<file path="src/rtl/memory_stage_if.sv">
// Data-memory bus between the load/store stage (master) and the memory (slave):
// req/gnt request phase followed by an rvalid read-return phase.
interface memory_stage_if;
  logic        mem_req;
  logic        mem_we;
  logic [31:0] mem_addr;
  logic [31:0] mem_wdata;
  logic [3:0]  mem_wstrb;
  logic        mem_gnt;
  logic        mem_rvalid;
  logic [31:0] mem_rdata;

  modport master (
    output mem_req, mem_we, mem_addr, mem_wdata, mem_wstrb,
    input  mem_gnt, mem_rvalid, mem_rdata
  );

  modport slave (
    input  mem_req, mem_we, mem_addr, mem_wdata, mem_wstrb,
    output mem_gnt, mem_rvalid, mem_rdata
  );
endinterface

</file>
<file path="src/rtl/memory_stage.sv">
// Load/store stage after execute: issues data-memory transactions, aligns and
// extends load data, and produces one writeback beat per retired instruction.
//
// state  | meaning
// IDLE   | ready for an instruction from execute
// REQ    | mem_req held with stable bus outputs until mem_gnt
// WAIT_R | load granted, waiting for mem_rvalid
module memory_stage (
  input  logic                 clk,
  input  logic                 reset,
  input  logic                 in_valid,
  output logic                 in_ready,
  input  logic                 is_load,
  input  logic                 is_store,
  input  logic [2:0]           func3,
  input  logic [31:0]          addr_result,
  input  logic [31:0]          store_data,
  input  logic [4:0]           dest_i,
  memory_stage_if.master       mem,
  output logic                 wb_valid,
  output logic [4:0]           wb_dest,
  output logic [31:0]          wb_data,
  output logic                 access_err
);

  typedef enum logic [1:0] {IDLE, REQ, WAIT_R} state_e;

  state_e      state_q, state_d;
  logic        mem_req_q, mem_req_d;
  logic        mem_we_q, mem_we_d;
  logic [31:0] mem_addr_q, mem_addr_d;
  logic [31:0] mem_wdata_q, mem_wdata_d;
  logic [3:0]  mem_wstrb_q, mem_wstrb_d;
  logic        wb_valid_q, wb_valid_d;
  logic [4:0]  wb_dest_q, wb_dest_d;
  logic [31:0] wb_data_q, wb_data_d;
  logic        access_err_q, access_err_d;
  logic [4:0]  dest_q, dest_d;
  logic [2:0]  func3_q, func3_d;
  logic [1:0]  off_q, off_d;

  logic [1:0]  off;
  logic        is_mem;
  logic        func_ok;
  logic        align_ok;
  logic [3:0]  st_wstrb;
  logic [31:0] st_wdata;
  logic [7:0]  ld_byte;
  logic [15:0] ld_half;
  logic [31:0] ld_value;

  assign off    = addr_result[1:0];
  assign is_mem = is_load | is_store;

  // Unsigned widths (bu/hu) exist only for loads.
  always_comb begin
    func_ok  = 1'b0;
    align_ok = 1'b0;
    case (func3)
      3'b000: begin func_ok = 1'b1;      align_ok = 1'b1;        end
      3'b001: begin func_ok = 1'b1;      align_ok = ~off[0];     end
      3'b010: begin func_ok = 1'b1;      align_ok = (off == 2'b00); end
      3'b100: begin func_ok = ~is_store; align_ok = 1'b1;        end
      3'b101: begin func_ok = ~is_store; align_ok = ~off[0];     end
      default: begin func_ok = 1'b0;     align_ok = 1'b0;        end
    endcase
  end

  always_comb begin
    st_wstrb = 4'b0000;
    st_wdata = 32'd0;
    if (is_store) begin
      case (func3[1:0])
        2'b00: begin
          st_wstrb = 4'b0001 << off;
          st_wdata = {4{store_data[7:0]}};
        end
        2'b01: begin
          st_wstrb = off[1] ? 4'b1100 : 4'b0011;
          st_wdata = {2{store_data[15:0]}};
        end
        default: begin
          st_wstrb = 4'b1111;
          st_wdata = store_data;
        end
      endcase
    end
  end

  always_comb begin
    case (off_q)
      2'd0:    ld_byte = mem.mem_rdata[7:0];
      2'd1:    ld_byte = mem.mem_rdata[15:8];
      2'd2:    ld_byte = mem.mem_rdata[23:16];
      default: ld_byte = mem.mem_rdata[31:24];
    endcase
    ld_half = off_q[1] ? mem.mem_rdata[31:16] : mem.mem_rdata[15:0];
    case (func3_q)
      3'b000:  ld_value = {{24{ld_byte[7]}}, ld_byte};
      3'b001:  ld_value = {{16{ld_half[15]}}, ld_half};
      3'b100:  ld_value = {24'd0, ld_byte};
      3'b101:  ld_value = {16'd0, ld_half};
      default: ld_value = mem.mem_rdata;
    endcase
  end

  always_comb begin
    state_d      = state_q;
    mem_req_d    = mem_req_q;
    mem_we_d     = mem_we_q;
    mem_addr_d   = mem_addr_q;
    mem_wdata_d  = mem_wdata_q;
    mem_wstrb_d  = mem_wstrb_q;
    wb_valid_d   = 1'b0;
    wb_dest_d    = wb_dest_q;
    wb_data_d    = wb_data_q;
    access_err_d = 1'b0;
    dest_d       = dest_q;
    func3_d      = func3_q;
    off_d        = off_q;
    case (state_q)
      IDLE: begin
        if (in_valid) begin
          if (!is_mem) begin
            wb_valid_d = 1'b1;
            wb_dest_d  = dest_i;
            wb_data_d  = addr_result;
          end else if (!(func_ok && align_ok)) begin
            access_err_d = 1'b1;
          end else begin
            dest_d      = dest_i;
            func3_d     = func3;
            off_d       = off;
            mem_req_d   = 1'b1;
            mem_we_d    = is_store;
            mem_addr_d  = {addr_result[31:2], 2'b00};
            mem_wstrb_d = st_wstrb;
            mem_wdata_d = st_wdata;
            state_d     = REQ;
          end
        end
      end
      REQ: begin
        if (mem.mem_gnt) begin
          mem_req_d = 1'b0;
          state_d   = mem_we_q ? IDLE : WAIT_R;
        end
      end
      WAIT_R: begin
        if (mem.mem_rvalid) begin
          wb_valid_d = 1'b1;
          wb_dest_d  = dest_q;
          wb_data_d  = ld_value;
          state_d    = IDLE;
        end
      end
      default: state_d = IDLE;
    endcase
  end

  always_ff @(posedge clk) begin
    if (reset) begin
      state_q      <= IDLE;
      mem_req_q    <= 1'b0;
      mem_we_q     <= 1'b0;
      mem_addr_q   <= 32'd0;
      mem_wdata_q  <= 32'd0;
      mem_wstrb_q  <= 4'd0;
      wb_valid_q   <= 1'b0;
      wb_dest_q    <= 5'd0;
      wb_data_q    <= 32'd0;
      access_err_q <= 1'b0;
      dest_q       <= 5'd0;
      func3_q      <= 3'd0;
      off_q        <= 2'd0;
    end else begin
      state_q      <= state_d;
      mem_req_q    <= mem_req_d;
      mem_we_q     <= mem_we_d;
      mem_addr_q   <= mem_addr_d;
      mem_wdata_q  <= mem_wdata_d;
      mem_wstrb_q  <= mem_wstrb_d;
      wb_valid_q   <= wb_valid_d;
      wb_dest_q    <= wb_dest_d;
      wb_data_q    <= wb_data_d;
      access_err_q <= access_err_d;
      dest_q       <= dest_d;
      func3_q      <= func3_d;
      off_q        <= off_d;
    end
  end

  assign in_ready      = (state_q == IDLE) && !reset;
  assign mem.mem_req   = mem_req_q;
  assign mem.mem_we    = mem_we_q;
  assign mem.mem_addr  = mem_addr_q;
  assign mem.mem_wdata = mem_wdata_q;
  assign mem.mem_wstrb = mem_wstrb_q;
  assign wb_valid      = wb_valid_q;
  assign wb_dest       = wb_dest_q;
  assign wb_data       = wb_data_q;
  assign access_err    = access_err_q;

endmodule

</file>
<file path="src/flat_wrapper.sv">
// flat-port wrapper written by rule: the top's interface ports become plain ports
module memory_stage_flat 
  (clk, reset, in_valid, in_ready, is_load, is_store, func3, addr_result, store_data, dest_i, wb_valid, wb_dest, wb_data, access_err, mem_mem_req, mem_mem_we, mem_mem_addr, mem_mem_wdata, mem_mem_wstrb, mem_mem_gnt, mem_mem_rvalid, mem_mem_rdata);
  memory_stage_if mem_i ();
  input  logic clk;
  input  logic reset;
  input  logic in_valid;
  output logic in_ready;
  input  logic is_load;
  input  logic is_store;
  input  logic [2:0] func3;
  input  logic [31:0] addr_result;
  input  logic [31:0] store_data;
  input  logic [4:0] dest_i;
  output logic wb_valid;
  output logic [4:0] wb_dest;
  output logic [31:0] wb_data;
  output logic access_err;
  output wire logic [$bits(mem_i.mem_req)-1:0] mem_mem_req;
  output wire logic [$bits(mem_i.mem_we)-1:0] mem_mem_we;
  output wire logic [$bits(mem_i.mem_addr)-1:0] mem_mem_addr;
  output wire logic [$bits(mem_i.mem_wdata)-1:0] mem_mem_wdata;
  output wire logic [$bits(mem_i.mem_wstrb)-1:0] mem_mem_wstrb;
  input wire logic [$bits(mem_i.mem_gnt)-1:0] mem_mem_gnt;
  input wire logic [$bits(mem_i.mem_rvalid)-1:0] mem_mem_rvalid;
  input wire logic [$bits(mem_i.mem_rdata)-1:0] mem_mem_rdata;
  assign mem_mem_req = mem_i.mem_req;
  assign mem_mem_we = mem_i.mem_we;
  assign mem_mem_addr = mem_i.mem_addr;
  assign mem_mem_wdata = mem_i.mem_wdata;
  assign mem_mem_wstrb = mem_i.mem_wstrb;
  assign mem_i.mem_gnt = mem_mem_gnt;
  assign mem_i.mem_rvalid = mem_mem_rvalid;
  assign mem_i.mem_rdata = mem_mem_rdata;
  memory_stage u_core (.clk(clk), .reset(reset), .in_valid(in_valid), .in_ready(in_ready), .is_load(is_load), .is_store(is_store), .func3(func3), .addr_result(addr_result), .store_data(store_data), .dest_i(dest_i), .mem(mem_i), .wb_valid(wb_valid), .wb_dest(wb_dest), .wb_data(wb_data), .access_err(access_err));
endmodule
</file>
<file path="config.mk">
export PLATFORM = sky130hd
export DESIGN_NAME = memory_stage_flat
export DESIGN_NICKNAME = d
export VERILOG_FILES = /design/src/rtl/memory_stage_if.sv /design/src/rtl/memory_stage.sv /design/src/flat_wrapper.sv
export SDC_FILE = /design/constraint.sdc
export NUM_CORES = 1
export LEC_CHECK = 0
export ABC_AREA = 1
export ABC_CLOCK_PERIOD_IN_PS = 4000
export CAP_MARGIN = 20
export CORE_MARGIN = 2
export CORE_UTILIZATION = 47
export CTS_BUF_LIST = sky130_fd_sc_hd__clkbuf_4 sky130_fd_sc_hd__clkbuf_8 sky130_fd_sc_hd__clkbuf_16
export DETAILED_ROUTE_END_ITERATION = 6
export PLACE_DENSITY = 0.86
export REMOVE_ABC_BUFFERS = 1
export SETUP_SLACK_MARGIN = 0.02
export SYNTH_ARGS = -nofsm -noshare
export SYNTH_HDL_FRONTEND = slang
export SYNTH_SLANG_ARGS = --single-unit
</file>
<file path="constraint.sdc">
create_clock -name clk -period 4 [get_ports clk]
set_clock_uncertainty 0.2 [all_clocks]
set_input_delay 0.4 -clock clk [delete_from_list [all_inputs] [get_ports clk]]
set_output_delay 0.4 -clock clk [all_outputs]
set_load 0.01 [all_outputs]
</file>
==> results.sh, run 1 <==
export IMPL_crit_chain="clkdlybuf4s50_1 -> or2_4 -> nor2_4 -> nand2_1 -> nand2_2 -> o21ai_0 -> a21oi_1"
export IMPL_cts_hold_buffers=0
export IMPL_multi_input_area_sq_mm=0.00273
export IMPL_hp_class="flop to flop"
export IMPL_leakage_uw=0.00337
export IMPL_postCtsResizedCells=0
export IMPL_drtPass1Iterations=6
export IMPL_clock_latency_ns=0.43
export IMPL_fp_row_count=39
export IMPL_period_share_pct=66.4
export IMPL_grt_pass1_wl_um=30000
export IMPL_cts_tree="built"
export IMPL_drc_errors=0
export IMPL_post_cts_buffers=0
export IMPL_start_kind="primary input"
export IMPL_status="finished, final reports clean"
export IMPL_diodes=0
export IMPL_power_density_mw_per_mm2=421
export IMPL_syn_area_sq_mm=0.00562
export IMPL_period_needed_ns=2.66
export IMPL_grt_max_degree=80
export IMPL_design_core_area_sq_mm=0.0116
export IMPL_synth_top_area_cell="dfxtp_1"
export IMPL_hold_violations=0
export IMPL_synth_top_cells_by_area="dfxtp_1, a21oi_1, nand2_1"
export IMPL_maxCapViolCount=0
export IMPL_syn2layout_area_growth_pct=48.3
export IMPL_cp_slowest_cell="clkdlybuf4s50_1"
export IMPL_fmax_ghz=0.376
export IMPL_synth_common_cells="nand2_1, a21oi_1, dfxtp_1"
export IMPL_antenna_found_initial=0
export IMPL_drt_initial_drc_count=540
export IMPL_port_buffers=218
export IMPL_async_reset_ff_share_pct=0
export IMPL_synthMuxAreaShare_pct=0
export IMPL_finalNetCount=1106
export IMPL_drive_gt1_share_pct=5.67
export IMPL_die_area_sq_mm=0.0129
export IMPL_finalWeightedCongestion=0.899
export IMPL_rsz0062_at_grt="false"
export IMPL_synthSimpleGateAreaFrac_pct=23.5
export IMPL_dieWidth_um=113
export IMPL_io_pin_count=221
export IMPL_fill_cells=944
export IMPL_critPathMaxStageDelay_ns=0.70
export IMPL_ys_flop_type="dfxtp_1"
export IMPL_critical_path_arrival_ns=2.80
export IMPL_synth_most_common_cell="nand2_1"
export IMPL_yosys_cell_types_count=29
export IMPL_setup_viol=0
export IMPL_worst_slack_ns=1.34
export IMPL_tightestPinTransition_ns=0.969
export IMPL_clock_sinks=119
export IMPL_slew_viol_final=0
export IMPL_path_class="primary input to flop"
export IMPL_syn_avg_cell_area_sq_um=6.95
export IMPL_synth_seq_cells=119
export IMPL_initial_utilization_pct=48.6
export IMPL_numCtsBuffers=17
export IMPL_synth_top_family_by_area="compound AO/OA/AOI/OAI gates"
export IMPL_synth_xor_area_share_pct=0
export IMPL_syn_inst=809
export IMPL_htree_levels=4
export IMPL_yosys_warnings=0
export IMPL_via_count=6309
export IMPL_critPathMaxFanout=57
export IMPL_synth_adder_area_share_pct=0
export IMPL_grt_pass1_vias=5982
export IMPL_critPathRequiredTime_ns=4.14
export IMPL_clock_root_buffer="clkbuf_16"
export IMPL_yosysTopAreaCellShare_pct=42.4
export IMPL_relSlewSlack_pct=35.2
export IMPL_die_h_um=113
export IMPL_r2r_slack_ns=1.37
export IMPL_ir_worst_vdd_v=0.000324
export IMPL_cp_end_kind="flop"
export IMPL_drt_wirelength_per_cell_um=16.3
export IMPL_post_place_ws_ns=0.975
export IMPL_dp_hpwl_um=12500
export IMPL_cts_clk_slew_worst_paths_ns=0.05
export IMPL_regArea_sq_mm=0.00238
export IMPL_drt_vias_per_instance=5.50
export IMPL_fin_setup_tns_ns=0
export IMPL_drt_total_wl_um=18700
export IMPL_synth_enable_flop_cells=0
export IMPL_synth_seq_area_share_pct=42.4
export IMPL_synth_compound_area_share_pct=24.8
export IMPL_grt_overflow=0
export IMPL_ant_nets=0
export IMPL_clk_path_buf_depth=2
export IMPL_grtUsageTotal_pct=29.2
==> area by class of cell <==
class	count	share of cell area [%]
sequential	119	28.6
tap	143	2.15
multi-input combinational	578	32.7
timing repair buffer	229	27.6
inverter	50	2.28
clock inverter	4	0.540
clock buffer	25	6.12
==> where the power goes <==
part,total [uW],switching (uW),internal (uW),leakage (uW)
sequential,1320,48.8,1270,0.000970
combinational,733,387,346,0.00212
clock,1450,524,931,0.000283
==> layer usage <==
layer | vias up | share of wire, % | global-route usage (%)
met4 | 0 | 4.6 | 15.3
met5 | - | 0 | 0
met1 | 2875 | 42 | 37.0
li1 | 3091 | - | -
met2 | 276 | 46 | 45.6
met3 | 67 | 6.6 | 8.09
==> cell usage in the layout (no fill, tap or decap) <==
cell             netlist  layout
a21boi_2               1       1
a21oi_1              150     150
buf_12                 0       3
buf_4                 11       8
bufinv_16              0       1
clkbuf_16              0      17
clkbuf_4               0       4
clkbuf_8               0       4
clkdlybuf4s50_1        0     218
clkinv_1               1       1
clkinv_2               0       3
conb_1                 1       2
dfxtp_1              119     119
inv_1                 48      47
inv_2                  0       1
inv_4                  1       1
nand2_1              167     166
nand2_2                1       2
nand3_1               52      52
nand3b_1               1       1
nand3b_2               1       1
nand4_1               14      14
nor2_1                63      63
nor2_4                 2       2
nor3_1                 1       1
nor3b_1                1       1
o211a_1                5       5
o211ai_1              13      13
o21ai_0               95      95
o21ai_2                1       1
or2_2                  7       7
or2_4                  1       1
==> cell families after synthesis <==
| kind of cell | after synthesis |
|---|---|
| DFF | 119 |
| AOI/OAI and AO/OA | 265 |
| buffers and inverters | 113 |
| and+or+nand+nor | 311 |
| other | 1 |
==> metrics by stage <==
| step | power [uW] | hold slack, ns | cells | cell area (sq um) | util, % |
|---|---|---|---|---|---|
| 3_3_place_gp | 2050 | 0.237 | 1118 | 7760 | 67.1 |
| 4_1_cts | 3510 | 0.252 | 1147 | 8320 | 71.9 |
| 3_5_place_dp | 2060 | 0.243 | 1118 | 7760 | 67.1 |
| 5_1_grt | 3650 | 0.281 | 1148 | 8340 | 72.1 |
| 2_1_floorplan | 1670 | 0.227 | 747 | 5300 | - |
| 6_report | 3510 | 0.250 | 1148 | 8340 | 72.1 |
==> worst max-delay path, delay by kind of cell <==
family | cells | cell delay [ns]
AO/OA/AOI/OAI | 2 | 0.37
buffers and inverters | 1 | 0.70
AND/OR/NAND/NOR | 4 | 1.28
==> path summary, 6_finish.rpt <==
check	startpoint	end	cells past startpoint
max	is_store	u_core.wb_data[29]$_SDFFE_PP0P_	7
min	u_core.dest_q[4]$_SDFFE_PP0P_	u_core.dest_q[4]$_SDFFE_PP0P_	2
max reg2reg	u_core.off_q[1]$_SDFFE_PP0P_	u_core.wb_data[22]$_SDFFE_PP0P_	6
min reg2reg	u_core.dest_q[4]$_SDFFE_PP0P_	u_core.dest_q[4]$_SDFFE_PP0P_	2
==> flip-flops by register name, summed over array words and instances, names as in the netlist <==
register	count
u_core.wb_data	32
u_core.mem.mem_wdata	32
u_core.access_err	1
u_core.state_q	2
u_core.dest_q	5
u_core.func3_q	3
u_core.mem.mem_wstrb	4
u_core.mem.mem_we	1
u_core.mem.mem_addr	30
u_core.off_q	2
u_core.mem.mem_req	1
u_core.wb_dest	5
u_core.wb_valid	1
No activity file was read; power rests on OpenSTA's default activity.
==> run 2, diff against run 1 <==
- ABC_CLOCK_PERIOD_IN_PS: 4000 -> 2400
- CORE_UTILIZATION: 47 -> 40
- PLACE_DENSITY: 0.86 -> 0.77
- clock period: 4 -> 2.4 ns (I/O delays scaled with it)
==> run 2 against run 1 <==
Compared with the run above:
- utilization shrank 11 points
- sequential share of layout area shrank 0.59 points
- sequential cell count unchanged
- total power is 72% higher
- first-iteration DRC count increased by 28%
- non-clock buffer count is 8 higher
- routed wire length is 0.14% higher
- global-route usage down 4.1 points
- sequential power rose by 67%
- register-to-register slack got worse by 0.96 ns
- critical endpoint is now in_ready
- highest routed layer unchanged
==> results.sh, run 2 (synthesized netlist as in run 1, its figures left out) <==
export IMPL_status="finished, final reports clean"
export IMPL_clk_path_buf_depth=2
export IMPL_dieWidth_um=123
export IMPL_r2r_cells=5
export IMPL_maxCapViolCount=0
export IMPL_grt_max_degree=80
export IMPL_critical_path_arrival_ns=1.71
export IMPL_slew_viol_final=0
export IMPL_htree_levels=4
export IMPL_setup_worst_path_start="u_core.state_q[1]$_SDFFE_PP0P_"
export IMPL_final_cell_mix="clkdlybuf4s50_1, nand2_1, a21oi_1, dfxtp_1, o21ai_0"
export IMPL_grt_overflow=0
export IMPL_cp_end_kind="output port"
export IMPL_hold_violations=0
export IMPL_r2r_start="u_core.off_q[1]$_SDFFE_PP0P_"
export IMPL_tightestPinTransition_ns=0.598
export IMPL_setup_viol=0
export IMPL_drt_initial_drc_count=689
export IMPL_initial_utilization_pct=40.7
export IMPL_grtUsageTotal_pct=25.2
export IMPL_drt_vias_per_instance=5.28
export IMPL_io_pin_count=221
export IMPL_port_buffers=218
export IMPL_diodes=0
export IMPL_start_kind="flop"
export IMPL_ir_worst_vdd_v=0.000448
export IMPL_die_h_um=123
export IMPL_cts_clk_slew_worst_paths_ns=0.05
export IMPL_layout_commonest_cell="clkdlybuf4s50_1"
export IMPL_rsz0062_at_grt="false"
export IMPL_r2r_slack_ns=0.41
export IMPL_fp_row_count=43
export IMPL_drt_wirelength_per_cell_um=15.7
export IMPL_clock_sinks=119
export IMPL_dp_hpwl_um=12900
export IMPL_post_place_ws_ns=0.197
export IMPL_via_count=6312
export IMPL_syn2layout_area_growth_pct=51.4
export IMPL_leakage_uw=0.00344
export IMPL_clock_root_buffer="clkbuf_16"
export IMPL_drt_total_wl_um=18800
export IMPL_antenna_found_initial=0
export IMPL_fin_util_pct=61.6
export IMPL_cts_hold_buffers=0
export IMPL_numCtsBuffers=17
export IMPL_design_core_area_sq_mm=0.0138
export IMPL_period_share_pct=89.4
export IMPL_cts_tree="built"
export IMPL_timing_rr_end="u_core.wb_data[6]$_SDFFE_PP0P_"
export IMPL_hp_class="primary input to flop"
export IMPL_grt_pass1_vias=5943
export IMPL_path_class="flop to output port"
export IMPL_drive_gt1_share_pct=6.60
export IMPL_finalNetCount=1114
export IMPL_fin_setup_tns_ns=0
export IMPL_drtPass1Iterations=5
export IMPL_critPathMaxFanout=5
export IMPL_ant_nets=0
export IMPL_grt_pass1_wl_um=29700
export IMPL_power_density_mw_per_mm2=709
export IMPL_drc_errors=0
export IMPL_clock_latency_ns=0.42
export IMPL_period_needed_ns=2.15
export IMPL_finalWeightedCongestion=0.872
export IMPL_relSlewSlack_pct=60.0
export IMPL_postCtsResizedCells=0
export IMPL_fmax_ghz=0.466
export IMPL_die_area_sq_mm=0.0150
export IMPL_worst_slack_ns=0.255
export IMPL_post_cts_buffers=0
export IMPL_endpoint="in_ready"
export IMPL_power_uw=6040
export IMPL_critPathRequiredTime_ns=1.96
## run 2: cell types whose count changed in the layout (fill, tap and decap cells not counted), sizes merged
cell,change
bufinv,+2
buf,+8
clkbuf,-3
clkinvlp,+2
clkinv,+1
## run 2: power breakdown
part | switching, uW | total (uW) | internal, uW
logic | 655 | 1260 | 600
clock network | 877 | 2580 | 1700
registers | 81.8 | 2200 | 2120
total | 1610 | 6040 | 4420
## run 2: layout make-up
cell class	count	area, sq um
timing repair buffer	237	2390
sequential	119	2380
clock buffer	22	475
fill	1229	5310
clock inverter	9	125
tap	180	225
multi-input combinational	578	2730
inverter	50	190
## run 2: critical path: stages, from the launching register on
cell and delay [ns]:
dfxtp_1 0.33, inv_1 0.14, nand2_1 0.16, nor2_1 0.11, clkdlybuf4s50_1 0.55
## run 2: stage by stage
step	std cells	hold WS [ns]	cell area, sq um
2_1_floorplan	747	0.109	5300
3_3_place_gp	1164	0.233	7910
3_5_place_dp	1164	0.240	7910
4_1_cts	1195	0.181	8510
5_1_grt	1195	0.211	8510
6_report	1195	0.196	8510
## run 2: worst min path at each step
stage / start / endpoint / slack [ns] / depth (start not counted)
after floorplan: reset / u_core.mem.mem_wdata[0]$_SDFFE_PP0P_ / 0.11 / 1
after global placement: u_core.dest_q[4]$_SDFFE_PP0P_ / u_core.dest_q[4]$_SDFFE_PP0P_ / 0.23 / 2
after detailed placement: u_core.dest_q[4]$_SDFFE_PP0P_ / u_core.dest_q[4]$_SDFFE_PP0P_ / 0.24 / 2
final: addr_result[29] / u_core.mem.mem_addr[29]$_SDFFE_PP0P_ / 0.20 / 3
after global routing: addr_result[27] / u_core.mem.mem_addr[27]$_SDFFE_PP0P_ / 0.21 / 3
after CTS: addr_result[29] / u_core.mem.mem_addr[29]$_SDFFE_PP0P_ / 0.18 / 3
## run 2: metal layers
metal / vias up / global-route usage (%) / wire length [um]
li1: 3095 / - / -
met1: 2894 / 31.7 / 7760
met2: 279 / 40.1 / 8750
met3: 44 / 7.20 / 1710
met4: 0 / 10.9 / 543
met5: - / 0 / 0
==> run 3, diff against run 2 <==
- CORE_MARGIN: 2 -> not set
- TNS_END_PERCENT: not set -> 100
==> run 3 against run 2 <==
Compared with the run above:
- first-iteration DRC count decreased by 43%
- clock power decreased by 5%
- sequential power about the same
- die area decreased by 3.2%
- non-clock buffer count increased by 1
- total power decreased by 2.5%
- sequential share of layout area increased by 0.078 points
- global-route usage decreased by 0.40 points
- combinational power about the same
- final cell count decreased by 0.17%
==> results.sh, run 3 (synthesized netlist as in run 1, its figures left out) <==
export IMPL_dr_wl_met3_um=1100
export IMPL_power_density_mw_per_mm2=693
export IMPL_die_area_sq_mm=0.0145
export IMPL_drt_total_wl_um=18300
export IMPL_setup_viol=0
export IMPL_cts_tree="built"
export IMPL_post_place_ws_ns=0.279
export IMPL_rsz0062_at_grt="false"
export IMPL_design_core_area_sq_mm=0.0135
export IMPL_final_cell_mix="clkdlybuf4s50_1, nand2_1, a21oi_1, dfxtp_1, o21ai_0"
export IMPL_via_count=6179
export IMPL_worstHoldEndpoint="u_core.mem.mem_addr[31]$_SDFFE_PP0P_"
export IMPL_die_h_um=121
export IMPL_r2r_start="u_core.func3_q[1]$_SDFFE_PP0P_"
export IMPL_dp_hpwl_um=12800
export IMPL_grtUsageTotal_pct=24.8
export IMPL_r2r_slack_ns=0.52
export IMPL_grt_overflow=0
export IMPL_slew_viol_final=0
export IMPL_ant_nets=0
export IMPL_internal_power_uw=4280
export IMPL_critPathRequiredTime_ns=1.96
export IMPL_wl_met1_um=7960
export IMPL_status="finished, final reports clean"
export IMPL_htree_levels=4
export IMPL_hold_ws_ns=0.188
export IMPL_drt_vias_per_instance=5.18
export IMPL_ir_worst_vdd_v=0.000459
export IMPL_diodes=0
export IMPL_p_switching_uw=1610
export IMPL_seqPwrFrac_pct=37.3
export IMPL_numCtsBuffers=17
export IMPL_cp_slowest_cell="clkdlybuf4s50_1"
export IMPL_clock_latency_ns=0.42
export IMPL_fp_row_count=42
export IMPL_critPathMaxFanout=5
export IMPL_critPathMaxStageDelay_ns=0.56
export IMPL_grt_pass1_vias=5631
export IMPL_crit_chain="inv_1 -> nand2_1 -> nor2_1 -> clkdlybuf4s50_1"
export IMPL_drt_wirelength_per_cell_um=15.3
export IMPL_comb_power_share_pct=21.1
export IMPL_drt_initial_drc_count=392
export IMPL_cp_end_kind="output port"
export IMPL_relSlewSlack_pct=60.4
export IMPL_grt_max_degree=80
export IMPL_dr_wl_met2_um=8620
export IMPL_hold_start="addr_result[31]"
export IMPL_start_kind="flop"
export IMPL_drive_gt1_share_pct=6.78
export IMPL_period_share_pct=90.4
export IMPL_postCtsResizedCells=0
export IMPL_switching_share_pct=27.3
export IMPL_topRoutingLayerUsed="met4"
export IMPL_cts_hold_buffers=0
export IMPL_finalWeightedCongestion=0.854
export IMPL_clock_sinks=119
export IMPL_path_class="flop to output port"
export IMPL_setup_worst_path_start="u_core.state_q[1]$_SDFFE_PP0P_"
export IMPL_tightestPinTransition_ns=0.593
export IMPL_hold_violations=0
export IMPL_clk_path_buf_depth=2
export IMPL_hp_class="primary input to flop"
export IMPL_fill_cells=1225
export IMPL_finalNetCount=1115
export IMPL_period_needed_ns=2.17
export IMPL_leakage_uw=0.00343
export IMPL_layout_commonest_cell="clkdlybuf4s50_1"
export IMPL_antenna_found_initial=0
export IMPL_post_cts_buffers=0
export IMPL_drc_errors=0
export IMPL_grt_pass1_wl_um=28200
export IMPL_io_pin_count=221
export IMPL_critical_path_arrival_ns=1.73
export IMPL_port_buffers=218
export IMPL_fmax_ghz=0.461
export IMPL_cts_clk_slew_worst_paths_ns=0.06
export IMPL_initial_utilization_pct=41.8
export IMPL_syn2layout_area_growth_pct=51.0
export IMPL_timing_rr_end="u_core.wb_data[4]$_SDFFE_PP0P_"
export IMPL_r2r_cells=4
export IMPL_clock_root_buffer="clkbuf_16"
export IMPL_drtPass1Iterations=5
export IMPL_maxCapViolCount=0
export IMPL_dieWidth_um=121
export IMPL_min_path_cells=3
export IMPL_p_clk_share_pct=41.5
export IMPL_worst_slack_ns=0.231
==> run 3: changes by cell type in the layout (fill, tap and decap cells not counted) <==
cell / change
clkinvlp_4: -1
bufinv_16: -2
clkinv_2: +1
buf_4: +1
clkinv_4: +1
clkbuf_8: +2
==> run 3: final cells by class <==
class / count / area [sq um] / share of cell area [%]
repair buffers: 238 / 2390 / 28.2
clock buffers: 24 / 503 / 5.92
well taps: 176 / 220 / 2.59
clock inverters: 8 / 71.3 / 0.840
multi-input cells: 578 / 2730 / 32.1
inverters: 50 / 190 / 2.24
flip-flops and latches: 119 / 2380 / 28.1
==> run 3: worst max-delay path by stage <==
stage	depth (start not counted)	to
after floorplan	6	u_core.dest_q[4]$_SDFFE_PP0P_
after global placement	7	u_core.mem.mem_wdata[23]$_SDFFE_PP0P_
after detailed placement	7	u_core.mem.mem_wdata[8]$_SDFFE_PP0P_
after CTS	4	in_ready
after global routing	4	in_ready
final	4	in_ready
==> run 3: metrics by stage <==
step	setup TNS (ns)	std cells	utilization (%)	area [sq um]	power [uW]
2_1_floorplan	-6.39	747	-	5300	2780
3_3_place_gp	0	1161	58.8	7920	3450
3_5_place_dp	0	1161	58.8	7920	3470
4_1_cts	0	1193	63.1	8490	5920
5_1_grt	0	1193	63.1	8490	6150
6_report	0	1193	63.1	8490	5890
==> run 3: critical path: cells and delay by family (launching register included) <==
kind,cells,cell delay (ns)
and+or+nand+nor,2,0.32
DFF,1,0.32
buffers and inverters,2,0.68
==> run 3: power groups by stage <==
stage	logic, uW	clock network, uW	registers [uW]
after floorplan	491	0	2290
after CTS	1250	2480	2190
after detailed placement	1240	0	2230
final	1240	2450	2200
after global routing	1360	2580	2210
after global placement	1220	0	2230
==> run 3: per-layer routing <==
layer  global-route usage (%)  vias to the layer above
met5                        0                        -
met2                     40.3                      208
met4                     12.0                        0
li1                         -                     3107
met3                     5.42                       43
met1                     31.0                     2821
